File: src/rtl/return_addr_stack.sv
// Return address stack for jal/jr $ra target prediction.
// Circular DEPTH x 32 storage addressed by a top pointer; a push onto a full
// stack silently overwrites the oldest entry. Predictions are registered and
// appear one cycle after the pop edge.
module return_addr_stack #(
    parameter int DEPTH = 8
) (
    input  logic                     clk,
    input  logic                     rst,
    input  logic                     stall,
    input  logic                     push,
    input  logic [31:0]              push_addr,
    input  logic                     pop,
    output logic                     pred_valid,
    output logic [31:0]              pred_addr,
    output logic [$clog2(DEPTH):0]   count,
    output logic                     full,
    output logic                     empty,
    output logic                     overflow,
    output logic                     underflow
);

    localparam int AW = $clog2(DEPTH);
    localparam int CW = AW + 1;
    localparam logic [CW-1:0] FULL_COUNT = CW'(DEPTH);

    // Operation selected for this cycle, resolved from stall/push/pop/count.
    typedef enum logic [2:0] {
        OP_IDLE,        // nothing to do (or stalled)
        OP_PUSH,        // push only
        OP_PUSH_UNDER,  // push and pop on an empty stack: acts as push, flags underflow
        OP_POP,         // pop with at least one valid entry
        OP_UNDER,       // pop on an empty stack
        OP_SWAP         // push and pop together with entries present
    } op_t;

    op_t            op;
    logic [31:0]    mem [DEPTH];
    logic [AW-1:0]  tp;
    logic [AW-1:0]  tp_inc;
    logic [AW-1:0]  tp_dec;

    assign tp_inc = tp + AW'(1);
    assign tp_dec = tp - AW'(1);
    assign full   = (count == FULL_COUNT);
    assign empty  = (count == '0);

    // Decode the requested operation; stall forces idle.
    always_comb begin
        op = OP_IDLE;
        if (!stall) begin
            if (push && pop) begin
                op = empty ? OP_PUSH_UNDER : OP_SWAP;
            end else if (push) begin
                op = OP_PUSH;
            end else if (pop) begin
                op = empty ? OP_UNDER : OP_POP;
            end
        end
    end

    // Pointer, occupancy, prediction and event-pulse registers.
    always_ff @(posedge clk) begin
        if (rst) begin
            tp         <= AW'(DEPTH - 1);
            count      <= '0;
            pred_valid <= 1'b0;
            pred_addr  <= '0;
            overflow   <= 1'b0;
            underflow  <= 1'b0;
        end else begin
            pred_valid <= 1'b0;
            overflow   <= 1'b0;
            underflow  <= 1'b0;
            case (op)
                OP_PUSH, OP_PUSH_UNDER: begin
                    tp <= tp_inc;
                    if (full) begin
                        overflow <= 1'b1;
                    end else begin
                        count <= count + CW'(1);
                    end
                    if (op == OP_PUSH_UNDER) begin
                        underflow <= 1'b1;
                    end
                end
                OP_POP: begin
                    pred_valid <= 1'b1;
                    pred_addr  <= mem[tp];
                    tp         <= tp_dec;
                    count      <= count - CW'(1);
                end
                OP_UNDER: begin
                    underflow <= 1'b1;
                end
                OP_SWAP: begin
                    pred_valid <= 1'b1;
                    pred_addr  <= mem[tp];
                end
                default: begin
                end
            endcase
        end
    end

    // Entry storage; no reset needed since count gates validity.
    always_ff @(posedge clk) begin
        if (!rst) begin
            case (op)
                OP_PUSH, OP_PUSH_UNDER: mem[tp_inc] <= push_addr;
                OP_SWAP:                mem[tp]     <= push_addr;
                default: begin
                end
            endcase
        end
    end

endmodule
File: config.mk
export PLATFORM = sky130hd
export DESIGN_NAME = return_addr_stack
export DESIGN_NICKNAME = d
export VERILOG_FILES = /design/src/rtl/return_addr_stack.sv
export SDC_FILE = /design/constraint.sdc
export NUM_CORES = 1
export LEC_CHECK = 0
export ABC_CLOCK_PERIOD_IN_PS = 6100
export BUFFER_PORTS_ARGS = -buffer_cell sky130_fd_sc_hd__clkbuf_2
export CAP_MARGIN = 10
export CORE_ASPECT_RATIO = 0.5
export CORE_MARGIN = 1.5
export CORE_UTILIZATION = 40
export CTS_CLUSTER_SIZE = 28
export DETAILED_ROUTE_END_ITERATION = 16
export PLACE_DENSITY = 0.61
export SYNTH_ARGS = -nofsm -noshare
export SYNTH_HDL_FRONTEND = slang
export SYNTH_SLANG_ARGS = --single-unit
File: constraint.sdc
create_clock -name clk -period 6.1 [get_ports clk]
set_input_delay 0.915 -clock clk [delete_from_list [all_inputs] [get_ports clk]]
set_output_delay 0.915 -clock clk [all_outputs]
set_load 0.005 [all_outputs]
== Word-level counts from Yosys, hierarchy flattened ==
Memories as Yosys holds them, arrays and structs flattened. A register that Yosys moved wholly into a read port is not among the register bits.
Index checks and enable logic that the tools add are counted.
Word-level totals
  register bits after elaboration: 10
  latch bits: 0
  bits in writable memories: 256
  ROM bits: 0
  input port bits: 37
  output and inout port bits: 41
  logic and storage cells: 48
  memories: 1
Cells by class
  $add $sub $neg: 4
  $mul: 0
  div/mod/pow operators: 0
  magnitude comparators: 0
  eq/ne operators: 7
  shifts and indexed selects: 0
  multiplexer cells: 22
  bitwise logic cells: 1
  reduce and logical (&&, ||, !) cells: 8
Memory list
  mem: words 8, width 32, rd ports 1, clocked after memory_dff 1, write ports 1, RTL line 38  | logic [31:0] mem [DEPTH];
Operators with widths (number)
  $mux W32: 1
  $reduce_or A32 Y1: 1
  $mux W3: 7
  $mux W1: 10
  $pmux W4 S2: 1
  $eq A3 B2 Y1 const B: 2
  $eq A3 B3 Y1 const B: 2
  $pmux W3 S2: 1
  $reduce_or A2 Y1: 3
  $add A4 B1 Y4 const B: 1
  $eq A4 B4 Y1 const B: 1
  $logic_not A4 Y1: 1
  $mux W4: 1
  $sub A4 B1 Y4 const B: 1
  $add A3 B1 Y3 const B: 1
  $eq A3 B1 Y1 const B: 1
  $sub A3 B1 Y3 const B: 1
  $ne A2 B2 Y1 const B: 1
  $pmux W1 S2: 1
  $reduce_and A2 Y1: 1
  $reduce_bool A2 Y1: 1
  $logic_and A1 B1 Y1: 1
  $not A1 Y1: 1

== Logic depth before layout (Yosys ltp) ==
Gate-level depths: netlist of run 1.
  depth after elaboration: 12
  mapped depth: 9
  gate-level depth less buffers: 9

== Least setup slack after synthesis of run 1 ==
OpenSTA, ideal clock, no wires.
  kind: input to register
  start: input port stall
  end: memory mem[6][0] (enable)
  setup time: 0.461 ns
  data arrival time: 4.043 ns
  slack: 1.596 ns
  stages on the path: 6
  path buffers: 1
  cells stage by stage: clkbuf_1 -> nor2_1 -> nand2_1 -> o21ai_1 -> xor2_1 -> nor3_1
Between the ends
  word-level cells in the longest chain between the ends: 7
RTL lines
  start: declaration: RTL line 10  | input logic stall,
  $mux W3 (*): RTL line 51  | if (!stall) begin
  $eq A3 B3 Y1, or another cell as far along: RTL line 109  | case (op)
  $mux W1 / $reduce_or A2 Y1 (equally long branches): RTL line 109
  $mux W1 (on tied branches): RTL line 108, 109
  $mux W1 (on tied branches): RTL line 111, 108
  $reduce_or A32 Y1 (no line) / $mux W1 (equally long branches)
  $mux W3 (no line) / $mux W1 (equally long branches)
  end: declaration: RTL line 38
Every way passes the cells marked *; elsewhere a longest branch is shown, timed or not.

== Final worst setup path of run 1 ==
  start: input port rst
  end: memory mem[7][9] (enable)
Between the ends
  word-level cells in the longest chain between the ends: 4
RTL lines
  start: declaration: RTL line 9  | input logic rst,
  $mux W1: RTL line 108  | if (!rst) begin
  $mux W1 (implied by the code): RTL line 111  | OP_SWAP: mem[tp] <= push_addr;
  $reduce_or A32 Y1 (no line)
  $mux W3 (no line) / $mux W1 (equally long branches)
Several ways; a longest one is shown, not always the timed one.

==> run metrics, run 1 <==
layout cells sized above 1=30.8%; start of the worst register-to-register path=count[0]$_SDFFE_PP0P_; Sink Count=298; DR vias/cell=5.17; clock latency reported for the late side of the worst-skew pair=0.54 ns; number of placed I/O pins=78; setup slack of the worst register-to-register path=2.82 ns; average wire per cell in the routed design=20.0 um; number of global-route vias before repair=5528; power density over the cells=338 mW/mm^2; clock buffer count from CTS=28; total die area=0.0294 mm^2; number of buffers inserted by port buffering=77; routability congestion estimate from global placement=0.737; iteration count of the initial detailed-routing pass=4; timing-limited maximum frequency=301 MHz; count of flip-flops with a built-in enable after synthesis=256; Max-Slew Margin vs Limit=22.6%; buffers inserted by post-CTS timing repair=0; highest-count cells in the layout ignoring fill and taps=256 x sky130_fd_sc_hd__edfxtp_1, 77 x sky130_fd_sc_hd__clkbuf_2, 64 x sky130_fd_sc_hd__mux4_2, 42 x sky130_fd_sc_hd__nor2_1, 39 x sky130_fd_sc_hd__dfxtp_1; Floorplan Core Area=0.0278 mm^2; post-layout total power=4420 uW; count of distinct cell types in the synthesized netlist=35; post-synthesis cell count=570; Max Root-Sink Buffers=3; Hold Buf Count CTS=0; final sum of negative setup slack=0 ns; net total in the final layout=695; root cell of the clock tree=sky130_fd_sc_hd__clkbuf_16; type of the worst setup path=input port to flop; capture instance of the worst register-to-register path=mem[7][9]$_DFFE_PP_; final number of max-transition violations=0; RSZ-0062 raised after global routing=no; clock edge transition at the registers on the reported setup and hold paths=0.06 ns; most used flip-flop cell after synthesis=sky130_fd_sc_hd__edfxtp_1; synthesis-to-layout area growth=15.4%; Seq/Total Area, Yosys=75.3%; Final Hold Viols=0; total instance count after detailed placement=1004; nets in the synthesized netlist=612; overall routing resource usage=14.7%; non-filler cells in the finished layout=1057; FF/Latch Area=0.00853 mm^2; routed vias=5467; height of the die=122 um; maximum number of pins on one net before global-route repair=64; type of the worst min-delay path=flop to flop; Worst R2R Path Depth=4; number of synthesis warnings=0; H-tree depth=1; initial antenna violation count=0; ANT nets after route=0; Worst IR Drop VDD=0.197 mV; number of synthesized register bits=298; startpoint of the worst setup timing path=rst; post-detailed-routing wire length=21200 um; critical path endpoint category=flop; worst setup path end=mem[7][9]$_DFFE_PP_; final setup vio count=0; total inserted antenna cells=0; worst slack, placed=2.20 ns; number of maximum-capacitance violations=0; Final Cycle Share=54.5%; total half-perimeter wirelength after legalization and detailed placement=11600 um; multi-input logic area=0.00268 mm^2; slew at the pin closest to its max-slew limit=1.16 ns; Starting Density=40.8%; Congestion Overflow GR=0; first-pass GRT wire length=32800 um; most common cell after layout, fill and taps aside=sky130_fd_sc_hd__edfxtp_1; static power due to leakage=0.00450 uW; mean instance size in the synthesized netlist=19.9 um^2; Post-Syn Area=0.0113 mm^2; final core utilization=47.1%; TritonCTS clock tree=done; share of flip-flops with an asynchronous set or reset after synthesis=0%; required time at the worst-slack endpoint=6.26 ns; final critical-path required period=3.33 ns; DRC viols=0; final worst setup slack=2.77 ns; critical path fanouts, max=41; Critical Path Start Type=input port; Fill cells=2321; die extent in x=241 um; Worst EP arrival=3.48 ns; number of DRC markers after the initial detailed-route iteration=426; post_cts resized=0; outcome=finished, final reports clean; Core Rows=43; largest clock skew in the final design=0.0207 ns
## kinds of logic after synthesis
logic type | after synthesis | share of synthesized area (%)
flops | 298 | 75.3
mux | 96 | 15.6
simple gates | 74 | 3.16
compound gates | 49 | 3.24
buf+inv | 39 | 1.41
xor+xnor | 9 | 0.696
fa+ha+maj | 5 | 0.619
## layout make-up
type                    instances  area share, %
well taps                     382           3.66
multi-input cells             233           20.5
inverters                       6          0.172
clock inverters                13          0.795
clock buffers                  39           5.91
repair buffers                 86           3.62
flip-flops and latches        298           65.3
## cells in the mapped netlist, types with 2 or more instances
cell,instances,area share (%)
sky130_fd_sc_hd__inv_1,6,0.20
sky130_fd_sc_hd__and2_1,2,0.11
sky130_fd_sc_hd__a21o_1,2,0.13
sky130_fd_sc_hd__ha_1,4,0.44
sky130_fd_sc_hd__dfxtp_1,42,7.4
sky130_fd_sc_hd__nand3_1,4,0.18
sky130_fd_sc_hd__buf_2,11,0.49
sky130_fd_sc_hd__clkbuf_1,22,0.73
sky130_fd_sc_hd__xor2_1,3,0.23
sky130_fd_sc_hd__a211oi_1,33,2.2
sky130_fd_sc_hd__mux2i_1,32,2.8
sky130_fd_sc_hd__edfxtp_1,256,68
sky130_fd_sc_hd__nor3_1,6,0.27
sky130_fd_sc_hd__nand2_1,2,0.066
sky130_fd_sc_hd__nor2_1,46,1.5
sky130_fd_sc_hd__or3_4,2,0.20
sky130_fd_sc_hd__a21oi_1,7,0.31
sky130_fd_sc_hd__xnor2_1,6,0.46
sky130_fd_sc_hd__mux4_2,64,13
sky130_fd_sc_hd__nand2b_1,4,0.22
sky130_fd_sc_hd__and3_1,2,0.11
## routing by layer
metal	up-vias	wire [um]	GRT usage, %	part of all wire (%)
li1	2482	-	-	-
met5	-	0	0	0
met2	71	10500	24.8	49
met1	2884	9760	20.4	46
met4	0	312	3.16	1.5
met3	30	636	2.31	3.0
## sequential cells by signal, summed over array words and instances (netlist names)
| signal | count |
|---|---|
| count | 4 |
| mem | 256 |
| overflow | 1 |
| pred_addr | 32 |
| pred_valid | 1 |
| tp | 3 |
| underflow | 1 |
## worst min path at each step
| stage | from | to | slack (ns) | depth (start not counted) |
|---|---|---|---|---|
| after floorplan | pred_addr[0]$_SDFFE_PP0P_ | pred_addr[0]$_SDFFE_PP0P_ | 0.49 | 2 |
| after global placement | pred_addr[27]$_SDFFE_PP0P_ | pred_addr[27]$_SDFFE_PP0P_ | 0.49 | 2 |
| after detailed placement | pred_addr[31]$_SDFFE_PP0P_ | pred_addr[31]$_SDFFE_PP0P_ | 0.49 | 2 |
| after CTS | pred_addr[31]$_SDFFE_PP0P_ | pred_addr[31]$_SDFFE_PP0P_ | 0.50 | 2 |
| after global routing | pred_addr[20]$_SDFFE_PP0P_ | pred_addr[20]$_SDFFE_PP0P_ | 0.52 | 2 |
| final | pred_addr[10]$_SDFFE_PP0P_ | pred_addr[10]$_SDFFE_PP0P_ | 0.50 | 2 |
## report_power, final
| group | total (uW) | internal (uW) | switching (uW) |
|---|---|---|---|
| clock | 1660 | 929 | 727 |
| sequential | 2320 | 2280 | 39.2 |
| combinational | 448 | 207 | 241 |
| total | 4420 | 3410 | 1010 |
## worst max-delay path, cell delays in order
cell and delay, ns:
sky130_fd_sc_hd__clkbuf_2 0.07, sky130_fd_sc_hd__buf_4 0.41, sky130_fd_sc_hd__nor2_1 0.11, sky130_fd_sc_hd__nand2_1 0.25
sky130_fd_sc_hd__o21ai_1 0.17, sky130_fd_sc_hd__xnor2_1 0.59, sky130_fd_sc_hd__and2_2 0.92
## stage by stage
stage | area (um^2) | hold slack (ns)
after floorplan | 11300 | 0.494
after global placement | 12200 | 0.487
final | 13100 | 0.496
after CTS | 13000 | 0.501
after global routing | 13100 | 0.516
after detailed placement | 12200 | 0.492
(Power assumes the default switching activity.)
==> run 2, diff against run 1 <==
--- a/config.mk
+++ b/config.mk
@@ -5,7 +5,8 @@
 export SDC_FILE = /design/constraint.sdc
 export NUM_CORES = 1
 export LEC_CHECK = 0
-export ABC_CLOCK_PERIOD_IN_PS = 6100
+export ABC_AREA = 1
+export ABC_CLOCK_PERIOD_IN_PS = 2950
 export BUFFER_PORTS_ARGS = -buffer_cell sky130_fd_sc_hd__clkbuf_2
 export CAP_MARGIN = 10
 export CORE_ASPECT_RATIO = 0.5
@@ -13,7 +14,7 @@
 export CORE_UTILIZATION = 40
 export CTS_CLUSTER_SIZE = 28
 export DETAILED_ROUTE_END_ITERATION = 16
-export PLACE_DENSITY = 0.61
+export PLACE_DENSITY = 0.63
 export SYNTH_ARGS = -nofsm -noshare
 export SYNTH_HDL_FRONTEND = slang
 export SYNTH_SLANG_ARGS = --single-unit
==> constraint.sdc (replaced) <==
create_clock -name clk -period 2.95 [get_ports clk]
set_input_delay 0.4425 -clock clk [delete_from_list [all_inputs] [get_ports clk]]
set_output_delay 0.4425 -clock clk [all_outputs]
set_load 0.005 [all_outputs]
==> run metrics, run 2 <==
outcome=finished, final reports clean; switching part of the total power=23.8%; most used standard cells in the synthesized netlist=256 x sky130_fd_sc_hd__edfxtp_1, 206 x sky130_fd_sc_hd__nor2_1, 145 x sky130_fd_sc_hd__o21ai_0; average wire per cell in the routed design=17.3 um; Clk pwr share=37.7%; post-layout total power=9020 uW; critical path fanouts, max=21; most area-consuming cells after synthesis=sky130_fd_sc_hd__edfxtp_1 66%, sky130_fd_sc_hd__dfxtp_1 7.2%, sky130_fd_sc_hd__nor2_1 6.6%, sky130_fd_sc_hd__o21ai_0 6.2%, sky130_fd_sc_hd__o211ai_1 4.2%; H-tree depth=1; most common cell after layout, fill and taps aside=sky130_fd_sc_hd__edfxtp_1; post-synthesis cell count=937; Floorplan Core Area=0.0282 mm^2; ANT nets after route=0; root cell of the clock tree=sky130_fd_sc_hd__clkbuf_16; initial antenna violation count=0; DR vias/cell=5.21; capture instance of the worst register-to-register path=mem[5][30]$_DFFE_PP_; power density over the cells=673 mW/mm^2; number of synthesis warnings=0; Fill cells=2465; iteration count of the initial detailed-routing pass=5; TritonCTS clock tree=done; number of maximum-capacitance violations=0; M1 WL=11700 um; layout cells sized above 1=15.9%; final worst setup slack=0.564 ns; Switching Power=2150 uW; sequential share of power=52.4%; FF/Latch Area=0.00854 mm^2; mean instance size in the synthesized netlist=12.4 um^2; total half-perimeter wirelength after legalization and detailed placement=13500 um; count of flip-flops with a built-in enable after synthesis=256; nets in the synthesized netlist=979; combinational power share=10.0%; startpoint of the worst setup timing path=count[3]$_SDFFE_PP0P_; post-detailed-routing wire length=24500 um; total die area=0.0303 mm^2; Core Rows=43; maximum number of pins on one net before global-route repair=132; hold path endpoint=mem[1][16]$_DFFE_PP_; DRC viols=0; Worst EP arrival=2.59 ns; top sig layer=met4; clock buffer count from CTS=28; static power due to leakage=0.00459 uW; count of distinct cell types in the synthesized netlist=33; type of the worst min-delay path=input port to flop; cell taking the most area after synthesis=sky130_fd_sc_hd__edfxtp_1; first-pass GRT wire length=37900 um; number of placed I/O pins=78; type of the worst setup path=flop to flop; Worst IR Drop VDD=0.476 mV; number of DRC markers after the initial detailed-route iteration=662; post_cts resized=0; share of flip-flops with an asynchronous set or reset after synthesis=0%; buffers inserted by post-CTS timing repair=0; met3 wire length=1130 um; Hold Buf Count CTS=0; final-layout worst hold slack=0.174 ns; total instance count after detailed placement=1358; Largest Register=mem; top cell type's share of synthesized area=65.9%; timing-limited maximum frequency=419 MHz; synthesis-to-layout area growth=15.0%; die extent in x=244 um; Worst R2R Path Depth=8; multi-input logic area=0.00284 mm^2; largest clock skew in the final design=0.0134 ns; Final Hold Viols=0; Congestion Overflow GR=0; Critical Path Start Type=flop; number of buffers inserted by port buffering=77; highest-count cells in the layout ignoring fill and taps=256 x sky130_fd_sc_hd__edfxtp_1, 198 x sky130_fd_sc_hd__nor2_1, 145 x sky130_fd_sc_hd__o21ai_0, 77 x sky130_fd_sc_hd__clkbuf_2, 65 x sky130_fd_sc_hd__o211ai_1; most used flip-flop cell after synthesis=sky130_fd_sc_hd__edfxtp_1; routed vias=7347; final sum of negative setup slack=0 ns; total inserted antenna cells=0; clock edge transition at the registers on the reported setup and hold paths=0.07 ns; Max Root-Sink Buffers=3; final critical-path required period=2.39 ns; clock latency reported for the late side of the worst-skew pair=0.54 ns; worst slack, placed=0.481 ns; internal power=6870 uW; Max-Slew Margin vs Limit=39.3%; Sink Count=298; setup slack of the worst register-to-register path=0.56 ns; start of the worst register-to-register path=count[3]$_SDFFE_PP0P_; final setup vio count=0; height of the die=124 um; Starting Density=41.4%; Largest register FFs=256; met2 WL=11200 um; slew at the pin closest to its max-slew limit=0.911 ns; Final Cycle Share=80.9%; overall routing resource usage=16.1%; net total in the final layout=1048; critical path endpoint category=flop; number of global-route vias before repair=6932; depth of the worst hold-timing path=1; most frequent cell after synthesis=sky130_fd_sc_hd__edfxtp_1; routability congestion estimate from global placement=0.777; number of synthesized register bits=298; RSZ-0062 raised after global routing=no; Seq/Total Area, Yosys=73.1%; Post-Syn Area=0.0117 mm^2; Hold Crit Start=push_addr[16]; final number of max-transition violations=0; required time at the worst-slack endpoint=3.15 ns; registers with the most flip-flops=mem x256, pred_addr x32, count x4; non-filler cells in the finished layout=1410
-- run 2: cell count changes after synthesis, sizes merged, moves of 33 or more --
cell | previous run | this run
o21ai | 2 | 169
nor2 | 47 | 209
nand2 | 2 | 62
a211oi | 33 | 0
mux4 | 64 | 0
o211ai | 0 | 65
-- run 2: critical path: stages (launching register included) --
cell	delay, ns
sky130_fd_sc_hd__dfxtp_1	0.37
sky130_fd_sc_hd__nor2_2	0.25
sky130_fd_sc_hd__nand2_4	0.12
sky130_fd_sc_hd__nand2_2	0.11
sky130_fd_sc_hd__nand2_2	0.10
sky130_fd_sc_hd__o21ai_2	0.19
sky130_fd_sc_hd__nand3_1	0.35
sky130_fd_sc_hd__nor2_4	0.21
sky130_fd_sc_hd__buf_4	0.34
-- run 2: power by group through the flow --
stage          combinational, uW  clock (uW)  sequential (uW)
4_1_cts                      910        3460             4730
2_1_floorplan                594           0             4810
3_3_place_gp                 887           0             4810
6_report                     898        3400             4730
3_5_place_dp                 906           0             4820
5_1_grt                     1010        3620             4730
-- run 2: cell type report --
| class | instances | share of cell area (%) |
|---|---|---|
| clock buffer | 38 | 5.74 |
| clock inverter | 14 | 0.700 |
| inverter | 15 | 0.457 |
| multi-input combinational | 564 | 21.1 |
| sequential | 298 | 63.6 |
| tap | 382 | 3.56 |
| timing repair buffer | 99 | 4.76 |
-- run 2: cell families (layout without fill, tap and decap cells) --
| family | Yosys count | in the layout | synth area share, % |
|---|---|---|---|
| DFF | 298 | 298 | 73.1 |
| and+or+nand+nor | 286 | 286 | 9.89 |
| buffers and inverters | 75 | 166 | 3.15 |
| adders and majority gates | 5 | 5 | 0.601 |
| xor gates and xnor gates | 2 | 2 | 0.150 |
| AOI/OAI and AO/OA | 271 | 271 | 13.1 |
-- run 2: how the worst max path moves through the flow --
stage	endpoint	slack, ns
after floorplan	mem[0][0]$_DFFE_PP_	-0.29
after global placement	mem[5][9]$_DFFE_PP_	0.53
after detailed placement	mem[5][9]$_DFFE_PP_	0.48
after CTS	mem[5][30]$_DFFE_PP_	0.55
after global routing	mem[5][1]$_DFFE_PP_	0.41
final	mem[5][30]$_DFFE_PP_	0.56
-- run 2: layer usage --
metal | global-route usage, % | up-vias
met3 | 2.69 | 31
met2 | 26.0 | 145
met4 | 3.70 | 0
met1 | 23.1 | 3633
met5 | 0 | -
li1 | - | 3538
-- run 2: stage by stage --
stage          area (um^2)  utilization (%)
2_1_floorplan        11700                -
3_3_place_gp         12500             44.5
3_5_place_dp         12500             44.5
4_1_cts              13400             47.6
5_1_grt              13400             47.6
6_report             13400             47.6
==> run 3, diff against run 2 <==
--- a/config.mk
+++ b/config.mk
@@ -6,7 +6,7 @@
 export NUM_CORES = 1
 export LEC_CHECK = 0
 export ABC_AREA = 1
-export ABC_CLOCK_PERIOD_IN_PS = 2950
+export ABC_CLOCK_PERIOD_IN_PS = 2430
 export BUFFER_PORTS_ARGS = -buffer_cell sky130_fd_sc_hd__clkbuf_2
 export CAP_MARGIN = 10
 export CORE_ASPECT_RATIO = 0.5
@@ -14,7 +14,7 @@
 export CORE_UTILIZATION = 40
 export CTS_CLUSTER_SIZE = 28
 export DETAILED_ROUTE_END_ITERATION = 16
-export PLACE_DENSITY = 0.63
+export PLACE_DENSITY = 0.61
 export SYNTH_ARGS = -nofsm -noshare
 export SYNTH_HDL_FRONTEND = slang
 export SYNTH_SLANG_ARGS = --single-unit
==> constraint.sdc (replaced) <==
create_clock -name clk -period 2.43 [get_ports clk]
set_input_delay 0.3645 -clock clk [delete_from_list [all_inputs] [get_ports clk]]
set_output_delay 0.3645 -clock clk [all_outputs]
set_load 0.005 [all_outputs]
==> run metrics, run 3 (same netlist as run 2, synthesis figures left out) <==
Congestion Overflow GR=0; post-detailed-routing wire length=25000 um; Worst EP arrival=2.49 ns; root cell of the clock tree=sky130_fd_sc_hd__clkbuf_16; overall routing resource usage=16.6%; Sink Count=298; iteration count of the initial detailed-routing pass=5; post_cts resized=0; TritonCTS clock tree=done; clock latency reported for the late side of the worst-skew pair=0.54 ns; outcome=finished, final reports clean; routed vias=7358; power density over the cells=808 mW/mm^2; DR vias/cell=5.21; Hold Buf Count CTS=0; layout cells sized above 1=15.9%; highest-count cells in the layout ignoring fill and taps=256 x sky130_fd_sc_hd__edfxtp_1, 198 x sky130_fd_sc_hd__nor2_1, 145 x sky130_fd_sc_hd__o21ai_0, 77 x sky130_fd_sc_hd__clkbuf_2, 65 x sky130_fd_sc_hd__o211ai_1; required time at the worst-slack endpoint=2.68 ns; buffers inserted by post-CTS timing repair=0; number of maximum-capacitance violations=0; final number of max-transition violations=0; final sum of negative setup slack=0 ns; DRC viols=0; H-tree depth=1; critical path fanouts, max=17; timing-limited maximum frequency=446 MHz; Max-Slew Margin vs Limit=54.9%; Max Root-Sink Buffers=3; initial antenna violation count=0; number of global-route vias before repair=7275; die extent in x=244 um; Largest register FFs=256; total instance count after detailed placement=1362; clock buffer count from CTS=28; registers with the most flip-flops=mem x256, pred_addr x32, count x4; ANT nets after route=0; slew at the pin closest to its max-slew limit=0.677 ns; non-filler cells in the finished layout=1413; Core Rows=43; number of DRC markers after the initial detailed-route iteration=555; net total in the final layout=1052; routability congestion estimate from global placement=0.832; Final Cycle Share=92.3%; height of the die=124 um; clock edge transition at the registers on the reported setup and hold paths=0.06 ns; average wire per cell in the routed design=17.7 um; total die area=0.0303 mm^2; Worst IR Drop VDD=0.495 mV; number of placed I/O pins=78; Fill cells=2497; Starting Density=41.4%; critical path endpoint category=flop; final critical-path required period=2.24 ns; most common cell after layout, fill and taps aside=sky130_fd_sc_hd__edfxtp_1; first-pass GRT wire length=39200 um; total inserted antenna cells=0; number of buffers inserted by port buffering=77; maximum number of pins on one net before global-route repair=129; Final Hold Viols=0; final setup vio count=0; type of the worst setup path=flop to flop; synthesis-to-layout area growth=16.0%; largest clock skew in the final design=0.00702 ns; Floorplan Core Area=0.0282 mm^2; RSZ-0062 raised after global routing=no; Largest Register=mem; type of the worst min-delay path=input port to flop; static power due to leakage=0.00462 uW; final core utilization=48.0%; total half-perimeter wirelength after legalization and detailed placement=14000 um; Critical Path Start Type=flop
==> run 3: cell count changes in the layout (fill, tap and decap cells not counted), sizes merged <==
cell	change
buf	+4
bufinv	-1
clkbuf	+11
clkinv	-11
==> run 3: final cells by class <==
cell class / count / area (um^2) / area share (%)
Sequential cell: 298 / 8540 / 63.1
Timing Repair Buffer: 103 / 768 / 5.68
Multi-Input combinational cell: 564 / 2840 / 21.0
Clock buffer: 49 / 831 / 6.14
Clock inverter: 2 / 13.8 / 0.102
Inverter: 15 / 61.3 / 0.453
Tap cell: 382 / 478 / 3.53
==> run 3: per-stage QoR <==
stage          worst slack [ns]  power [uW]  hold slack, ns  area, um^2
2_1_floorplan            -0.305        6580           0.463       11700
3_3_place_gp              0.197        6950           0.522       12700
3_5_place_dp              0.193        6970           0.524       12700
4_1_cts                   0.176       11000          0.0730       13500
5_1_grt                  0.0460       11400          0.0905       13500
6_report                  0.188       10900           0.101       13500
==> run 3: worst max-delay path, cell delays in order, from the launching register on <==
cell                      delay, ns
sky130_fd_sc_hd__dfxtp_1       0.37
sky130_fd_sc_hd__nor2_2        0.27
sky130_fd_sc_hd__nand2_4       0.12
sky130_fd_sc_hd__nand2_2       0.11
sky130_fd_sc_hd__nand2_2       0.09
sky130_fd_sc_hd__o21ai_2       0.15
sky130_fd_sc_hd__nand3_1       0.33
sky130_fd_sc_hd__nor2_4        0.29
sky130_fd_sc_hd__buf_12        0.21
==> run 3: final timing paths <==
kind	startpoint	end	slack, ns	cells after the start
max	count[3]$_SDFFE_PP0P_	mem[5][30]$_DFFE_PP_	0.19	8
min	push_addr[19]	mem[1][19]$_DFFE_PP_	0.10	1
min reg2reg	pred_addr[6]$_SDFFE_PP0P_	pred_addr[6]$_SDFFE_PP0P_	0.54	2
max reg2reg	count[3]$_SDFFE_PP0P_	mem[5][30]$_DFFE_PP_	0.19	8
==> run 3: power by group <==
group	leakage, uW	total (uW)	switching (uW)	internal, uW
Clock	0.000407	4080	1780	2300
Combinational	0.00156	1110	761	354
Sequential	0.00265	5740	48.2	5690
==> run 3: routing by layer <==
| layer | GRT usage (%) | wire, um | vias to the layer above |
|---|---|---|---|
| met4 | 3.97 | 386 | 0 |
| met5 | 0 | 0 | - |
| met1 | 22.6 | 11900 | 3660 |
| li1 | - | - | 3542 |
| met2 | 28.1 | 11800 | 123 |
| met3 | 2.65 | 925 | 33 |
